[config.mk]
export PLATFORM = sky130hd
export DESIGN_NAME = spi_regmap
export DESIGN_NICKNAME = d
export VERILOG_FILES = /design/src/rtl/spi_regmap_pkg.sv /design/src/rtl/spi_regmap.sv
export SDC_FILE = /design/constraint.sdc
export NUM_CORES = 1
export LEC_CHECK = 0
export BUFFER_PORTS_ARGS = -buffer_cell sky130_fd_sc_hd__buf_2
export CORE_MARGIN = 2
export CORE_UTILIZATION = 40
export CTS_CLUSTER_SIZE = 8
export DETAILED_ROUTE_END_ITERATION = 8
export HOLD_SLACK_MARGIN = 0.1
export PLACE_DENSITY = 0.68
export SYNTH_ARGS = -nofsm -noshare
export SYNTH_HDL_FRONTEND = slang
export SYNTH_SLANG_ARGS = --single-unit
[constraint.sdc]
create_clock -name clk -period 2.4 [get_ports clk]
set_input_delay 0 -clock clk [delete_from_list [all_inputs] [get_ports clk]]
set_output_delay 0 -clock clk [all_outputs]
set_load 0.02 [all_outputs]
[src/rtl/spi_regmap_pkg.sv]
// Shared register addresses and constants for the SPI register bank.
// The PHY bench and firmware headers use the same address map.
package spi_regmap_pkg;

    localparam logic [6:0] ADDR_ID        = 7'h00;
    localparam logic [6:0] ADDR_VER       = 7'h01;
    localparam logic [6:0] ADDR_SCRATCH   = 7'h02;
    localparam logic [6:0] ADDR_CTRL      = 7'h03;
    localparam logic [6:0] ADDR_STATUS    = 7'h04;
    localparam logic [6:0] ADDR_IRQ_FLAGS = 7'h05;
    localparam logic [6:0] ADDR_IRQ_MASK  = 7'h06;
    localparam logic [6:0] ADDR_CMD       = 7'h07;
    localparam logic [6:0] ADDR_ERR_CNT   = 7'h08;
    localparam logic [6:0] ADDR_GP_BASE   = 7'h10;

    localparam logic [7:0] ERR_CNT_MAX = 8'hFF;

    // Writable addresses outside the GP window; CMD is a legal write target.
    function automatic logic fixed_writable(input logic [6:0] addr);
        return (addr == ADDR_SCRATCH) || (addr == ADDR_CTRL) || (addr == ADDR_IRQ_FLAGS) ||
               (addr == ADDR_IRQ_MASK) || (addr == ADDR_CMD);
    endfunction

endpackage

[src/rtl/spi_regmap.sv]
// Register bank behind the SPI slave PHY: control, status, sticky IRQ flags,
// error counter and general-purpose registers, with a registered read port.
module spi_regmap
    import spi_regmap_pkg::*;
#(
    parameter logic [7:0] ID_VALUE  = 8'hA5,
    parameter logic [7:0] VER_VALUE = 8'h01,
    parameter logic [7:0] CTRL_RST  = 8'h00,
    parameter int         NUM_GP    = 4
) (
    input  logic                  clk,
    input  logic                  reset,
    input  logic                  rx_wr_en,
    input  logic [6:0]            rx_addr,
    input  logic [7:0]            rx_data,
    output logic [7:0]            tx_data,
    input  logic [7:0]            status_in,
    input  logic [7:0]            event_in,
    output logic [7:0]            ctrl_out,
    output logic [7:0]            cmd_pulse,
    output logic [8*NUM_GP-1:0]   gp_out,
    output logic                  irq
);

    // Write interface: no handshake; every rx_wr_en pulse is accepted and applied
    // at the same clk edge. Reads are continuous: tx_data follows rx_addr one cycle later.

    logic [7:0]        scratch;
    logic [7:0]        ctrl;
    logic [7:0]        status_q;
    logic [7:0]        flags;
    logic [7:0]        mask;
    logic [7:0]        err_cnt;
    logic [7:0]        gp_q [NUM_GP];
    logic [NUM_GP-1:0] gp_sel;
    logic [7:0]        flags_next;
    logic [7:0]        mask_next;
    logic [7:0]        rd_data;
    logic              wr_legal;

    genvar k;
    generate
        for (k = 0; k < NUM_GP; k++) begin : g_gp
            localparam logic [6:0] GP_ADDR = ADDR_GP_BASE + 7'(k);
            assign gp_sel[k]           = (rx_addr == GP_ADDR);
            assign gp_out[8*k +: 8]    = gp_q[k];
        end
    endgenerate

    assign wr_legal = fixed_writable(rx_addr) || (|gp_sel);
    assign ctrl_out = ctrl;

    // A same-cycle event wins over a W1C of the same bit.
    always_comb begin
        flags_next = (flags & ~((rx_wr_en && rx_addr == ADDR_IRQ_FLAGS) ? rx_data : 8'h00))
                     | event_in;
        mask_next  = (rx_wr_en && rx_addr == ADDR_IRQ_MASK) ? rx_data : mask;
    end

    always_comb begin
        rd_data = 8'h00;
        case (rx_addr)
            ADDR_ID:        rd_data = ID_VALUE;
            ADDR_VER:       rd_data = VER_VALUE;
            ADDR_SCRATCH:   rd_data = scratch;
            ADDR_CTRL:      rd_data = ctrl;
            ADDR_STATUS:    rd_data = status_q;
            ADDR_IRQ_FLAGS: rd_data = flags;
            ADDR_IRQ_MASK:  rd_data = mask;
            ADDR_CMD:       rd_data = 8'h00;
            ADDR_ERR_CNT:   rd_data = err_cnt;
            default: begin
                for (int i = 0; i < NUM_GP; i++) begin
                    if (gp_sel[i]) rd_data = gp_q[i];
                end
            end
        endcase
    end

    always_ff @(posedge clk) begin
        if (reset) begin
            scratch   <= 8'h00;
            ctrl      <= CTRL_RST;
            status_q  <= 8'h00;
            flags     <= 8'h00;
            mask      <= 8'h00;
            err_cnt   <= 8'h00;
            tx_data   <= 8'h00;
            cmd_pulse <= 8'h00;
            irq       <= 1'b0;
            for (int i = 0; i < NUM_GP; i++) gp_q[i] <= 8'h00;
        end else begin
            status_q  <= status_in;
            flags     <= flags_next;
            mask      <= mask_next;
            irq       <= |(flags_next & mask_next);
            tx_data   <= rd_data;
            cmd_pulse <= (rx_wr_en && rx_addr == ADDR_CMD) ? rx_data : 8'h00;
            if (rx_wr_en && rx_addr == ADDR_SCRATCH) scratch <= rx_data;
            if (rx_wr_en && rx_addr == ADDR_CTRL)    ctrl    <= rx_data;
            for (int i = 0; i < NUM_GP; i++) begin
                if (rx_wr_en && gp_sel[i]) gp_q[i] <= rx_data;
            end
            // Error counter saturates instead of wrapping.
            if (rx_wr_en && !wr_legal && err_cnt != ERR_CNT_MAX) err_cnt <= err_cnt + 8'd1;
        end
    end

endmodule

# Yosys cells after proc, flatten, opt, wreduce, memory -nomap -nowiden
# Memory sizes are Yosys's and may differ from the RTL's.
# Cells that the tools add are included.
# op_classes
muxes	25
n_reduce_logical	21
addsub	1
eq_ne	13
bitwise	9
# op_table
op	count
$mux W8	10
$pmux W8 S9	1
$eq A7 B3 Y1 const B	4
$eq A7 B5 Y1 const B	4
$and A8 B8 Y8	2
$eq A7 B2 Y1 const B	2
$mux W1	14
$logic_and A1 B1 Y1	11
$add A8 B1 Y8 const B	1
$ne A8 B8 Y1 const B	1
$not A8 Y8	1
$or A8 B8 Y8	1
$reduce_or A8 Y1	1
$eq A7 B1 Y1 const B	1
$eq A7 B4 Y1 const B	1
$logic_not A7 Y1	1
$logic_or A1 B1 Y1	5
$or A1 B1 Y1	4
$reduce_or A4 Y1	1
$reduce_or A2 Y1	1
$logic_not A1 Y1	1
$not A1 Y1	1
# totals
mem_bits_rw	32
ff_bits	65
out_inout_bits	57
elab_cells	79
n_memories	1
inputBits	34
# memory_table
memory	depth	width	read_ports	rd_clocked_by_memory_dff	wr	line_no	rtl
gp_q	4	8	4	0	4	spi_regmap.sv:34	logic [7:0] gp_q [NUM_GP];

# Depth between registers and ports, before layout
# depth
word_depth	9
mapped_depth	8
depth_no_buf	5

# Worst setup path before layout
# Ideal clock, no wire load.
# synth_path
path_type	input -> register
start	input port rx_addr[2]
end	memory gp_q[1][0], enable pin
required_time_ns	2.025
setup_slack_ns	0.377
setup_ns	0.375
arrival_time_ns	1.648
stages	6
path_buffers	2
path_cell_list	buf_4 > nand2b_1 > nor4_4 > nand2_1 > clkbuf_1 > o21bai_1
# synth_rtl
element	line_no	rtl
start: declaration	spi_regmap.sv:14	input logic [6:0] rx_addr,
end: declaration	spi_regmap.sv:34	

# Worst setup path in the final report
# layout_path
start	register err_cnt[0]
end	register err_cnt[5]
# layout_via
elab_chain_cells	2
elab_cells_between_ends	3
classes_between	1 x add/sub; 1 x eq/ne; 1 x reduce/logical
# layout_lines
element	line_no	rtl
start: declaration	spi_regmap.sv:33	logic [7:0] err_cnt;
start signal: assignment	spi_regmap.sv:105	if (rx_wr_en && !wr_legal && err_cnt != ERR_CNT_MAX) err_cnt <= err_cnt + 8'd1;
branches (longest 2 deep; another with $add A8 B1 Y8)	--	
# Several ways; the timed one is not identified.
# A chain may end at the register's enable or synchronous reset.

==> impl_metrics.prom <==
# TYPE chip_impl_metric gauge
chip_impl_info{name="outcome",value="finished, final reports clean"} 1
chip_impl_metric{name="synth_nets",unit=""} 463
chip_impl_metric{name="avgSynthCellArea",unit="µm²"} 10.30
chip_impl_metric{name="r2r.worst_path.cells",unit=""} 5
chip_impl_metric{name="cts_post_setup_buffers_inserted",unit=""} 0
chip_impl_metric{name="vias_in_the_first_global_route",unit=""} 3640
chip_impl_metric{name="syn_area",unit="mm²"} 0.004410
chip_impl_metric{name="filler_cell_count",unit=""} 987
chip_impl_metric{name="drt_wl_total",unit="µm"} 12400
chip_impl_metric{name="routed_via_density",unit=""} 5.619
chip_impl_metric{name="achievable-frequency",unit="MHz"} 531.2
chip_impl_metric{name="drtIter0Drc",unit=""} 346
chip_impl_metric{name="post_cts_hold_buffer_count",unit=""} 24
chip_impl_metric{name="power.density_cell_area",unit="mW/mm²"} 611.9
chip_impl_metric{name="final-hold-violation-count",unit=""} 0
chip_impl_metric{name="synth-adder-area-share",unit=""} 0.002837
chip_impl_metric{name="cap_viol_max_count",unit=""} 0
chip_impl_metric{name="first_pass_grt_wire_length",unit="µm"} 19160
chip_impl_metric{name="die_area",unit="mm²"} 0.01188
chip_impl_metric{name="netlist.area_leader.share",unit=""} 0.2950
chip_impl_metric{name="fin_setup_tns",unit="ps"} 0
chip_impl_metric{name="ctsLongestPathBuffers",unit=""} 2
chip_impl_metric{name="clk_pin_slew_worst_paths",unit="ps"} 90
chip_impl_metric{name="route.antenna.remaining_nets",unit=""} 0
chip_impl_metric{name="vias",unit=""} 3832
chip_impl_metric{name="placement.setup.worst_slack",unit="ps"} 402.9
chip_impl_metric{name="worst_ir_drop_vdd",unit="mV"} 0.3897
chip_impl_metric{name="final_cells",unit=""} 682
chip_impl_metric{name="drive_above_1_share",unit=""} 0.2638
chip_impl_metric{name="post-route-drc-count",unit=""} 0
chip_impl_metric{name="total_grt_usage",unit=""} 0.2168
chip_impl_metric{name="clk_latency",unit="ps"} 360
chip_impl_metric{name="rows",unit=""} 38
chip_impl_metric{name="final_max_slew_viol_count",unit=""} 0
chip_impl_metric{name="dieWidth",unit="µm"} 109.0
chip_impl_metric{name="post-layout-total-power",unit="µW"} 3345
chip_impl_metric{name="maximum_number_of_pins_on_one_net_before_global_route_repair",unit=""} 52
chip_impl_metric{name="cts_inserted_buffers",unit=""} 9
chip_impl_metric{name="slew_headroom",unit=""} 0.3878
chip_impl_info{name="yosysMostFrequentCell",value="dfxtp_1"} 1
chip_impl_metric{name="detailedPlacementHpwl",unit="µm"} 8900
chip_impl_metric{name="ioPinCount",unit=""} 91
chip_impl_info{name="synth_largest_area_cell",value="dfxtp_1"} 1
chip_impl_info{name="path_class",value="flop to flop"} 1
chip_impl_metric{name="cts.repair.resized",unit=""} 0
chip_impl_metric{name="antenna_found_initial",unit=""} 0
chip_impl_metric{name="gr-total-overflow",unit=""} 0
chip_impl_info{name="cts_tree",value="yes"} 1
chip_impl_metric{name="routabilityCongestion",unit=""} 0.8345
chip_impl_metric{name="setup_slack",unit="ps"} 517.4
chip_impl_metric{name="synth.yosys.seq_area_share",unit=""} 0.5129
chip_impl_metric{name="wl_per_cell",unit="µm"} 18.18
chip_impl_metric{name="synth.mux.area_fraction",unit=""} 0.07092
chip_impl_metric{name="hold_critical_path_depth",unit=""} 4
chip_impl_metric{name="critPathMaxFanout",unit=""} 12
chip_impl_metric{name="clock_tree.htree_level_count",unit=""} 3
chip_impl_info{name="synth_commonest_cells",value="65 x dfxtp_1, 38 x a21oi_1, 37 x nand2_1"} 1
chip_impl_metric{name="areaGrowthSynthToFinish",unit="%"} 23.94
chip_impl_metric{name="dieHeight",unit="µm"} 109.0
chip_impl_info{name="synth_top_cells_by_area",value="dfxtp_1 30%, edfxtp_1 22%, a21oi_1 4.3%, mux4_2 4.1%, and2_1 3.5%"} 1
chip_impl_metric{name="first_pass_drt_iterations",unit=""} 5
chip_impl_info{name="combinational_family_with_the_most_area_after_synthesis",value="simple AND/OR/NAND/NOR gates"} 1
chip_impl_metric{name="power.static_leakage",unit="µW"} 0.002067
chip_impl_metric{name="core-area",unit="mm²"} 0.01079
chip_impl_metric{name="fin_nets",unit=""} 572
chip_impl_metric{name="timing.final.setup_violations",unit=""} 0
chip_impl_metric{name="insertedDiodeCount",unit=""} 0
chip_impl_info{name="min_path_type",value="input pin to flop"} 1
chip_impl_metric{name="finalWorstPathRequiredPeriod",unit="ps"} 1883
chip_impl_info{name="synthFlopType",value="dfxtp_1"} 1
chip_impl_metric{name="dpl.cell_count",unit=""} 642
chip_impl_info{name="endpoint_kind",value="flop"} 1
chip_impl_info{name="grt_setup_unrepaired",value="false"} 1
chip_impl_metric{name="required_arrival_time_at_the_worst_endpoint",unit="ps"} 2690
chip_impl_metric{name="cts.sink_count",unit=""} 97
chip_impl_metric{name="synth.distinct_cells",unit=""} 61
chip_impl_metric{name="synth-edff-count",unit=""} 32
chip_impl_metric{name="async_set_reset_flop_share_out_of_synthesis",unit=""} 0
chip_impl_metric{name="floorplan.initialDensity",unit=""} 0.4086
chip_impl_metric{name="simple_gate_share_of_the_synthesized_area",unit=""} 0.2264
chip_impl_metric{name="max_slew.worst_pin.slew",unit="ps"} 918.3
chip_impl_metric{name="ys_seq_elements",unit=""} 97
chip_impl_metric{name="crit_arrival",unit="ps"} 2180
chip_impl_metric{name="fin_crit_sh",unit=""} 0.7844
chip_impl_info{name="cts_root_buffer",value="clkbuf_8"} 1
chip_impl_metric{name="number_of_buffer_cells_added_on_primary_ports",unit=""} 90
chip_impl_metric{name="post_synth_xor_area_fraction",unit=""} 0.003972
chip_impl_metric{name="synthesis.instances",unit=""} 428
chip_impl_info{name="start_kind",value="flop"} 1
chip_impl_metric{name="worst_clock_skew",unit="ps"} 6.765
chip_impl_metric{name="yosysWarningCount",unit=""} 0
chip_impl_metric{name="synth-compound-area-share",unit=""} 0.1458
## kinds of logic after synthesis
group,count (synthesis)
adder cells (fa/ha/maj),1
XOR/XNOR,2
multiplexers,21
buffers and inverters,37
flip-flops,97
AND/OR/NAND/NOR,172
AO/OA/AOI/OAI,98
## sequential cells by signal, summed over array words and instances, names as in the netlist
name / cells
mask: 8
status_q: 8
err_cnt: 8
scratch: 8
irq: 1
ctrl_out: 8
flags: 8
gp_q: 32
tx_data: 8
cmd_pulse: 8
## power breakdown
part	switching [µW]	internal (µW)	total (µW)
clock network	557	615	1170
logic	242	154	397
registers	31.0	1750	1780
total	831	2510	3350
## layer usage
| metal | part of all wire | global-route usage | vias to the layer above |
|---|---|---|---|
| met2 | 0.48 | 0.3554 | 167 |
| met5 | 0 | 0 | - |
| met1 | 0.43 | 0.2842 | 1832 |
| met4 | 0.021 | 0.07875 | 0 |
| met3 | 0.074 | 0.04304 | 21 |
| li1 | - | - | 1812 |
## critical path, cell delays in order (launching register included)
cell and delay, ps:
dfxtp_1 360, ha_1 270, nand4_1 140, nand3_1 320, or4_1 570, a21oi_1 160
## final timing paths
path	startpoint	to	slack (ps)
setup reg to reg	err_cnt[0]	err_cnt[5]	520
hold reg to reg	scratch[5]	scratch[5]	460
hold / removal	rx_wr_en	scratch[4]	140
setup / recovery	err_cnt[0]	err_cnt[5]	520
## layout make-up
class	instances	area, µm²	share of cell area
tap	140	175.2	0.03204
clock buffer	11	141.4	0.02586
inverter	6	22.52	0.004120
sequential	97	2262	0.4138
timing repair buffer	129	803.3	0.1469
clock inverter	5	77.57	0.01419
multi-input combinational	294	1984	0.3630
## cells in the final DEF, fill, tap and decap left out, types with 3 or more instances in the layout
master / n
or3_1: 8
a221oi_1: 5
buf_4: 15
dlygate4sd3_1: 24
a21oi_1: 38
o21ai_0: 16
inv_1: 6
mux4_2: 8
nor2_1: 19
and2_1: 25
clkbuf_8: 10
mux2i_1: 11
nand2_1: 37
nor3_1: 12
nand2b_1: 4
nor2b_1: 12
nand3_1: 13
nor4_1: 16
or2_2: 3
a221o_1: 3
a211oi_1: 4
nor4_4: 3
buf_2: 90
a22oi_1: 3
dfxtp_1: 65
edfxtp_1: 32
o21bai_1: 3
o41ai_1: 3
## per-stage QoR
stage / hold slack, ps / area [µm²] / utilization
detailed placement: 212.9 / 5007 / 0.4639
global route: 139.8 / 5466 / 0.5065
floorplan: 121.7 / 4410 / -
finish: 144.2 / 5466 / 0.5065
CTS: 130.3 / 5466 / 0.5065
global placement: 207.5 / 5007 / 0.4639
(Power assumes the default switching activity.)
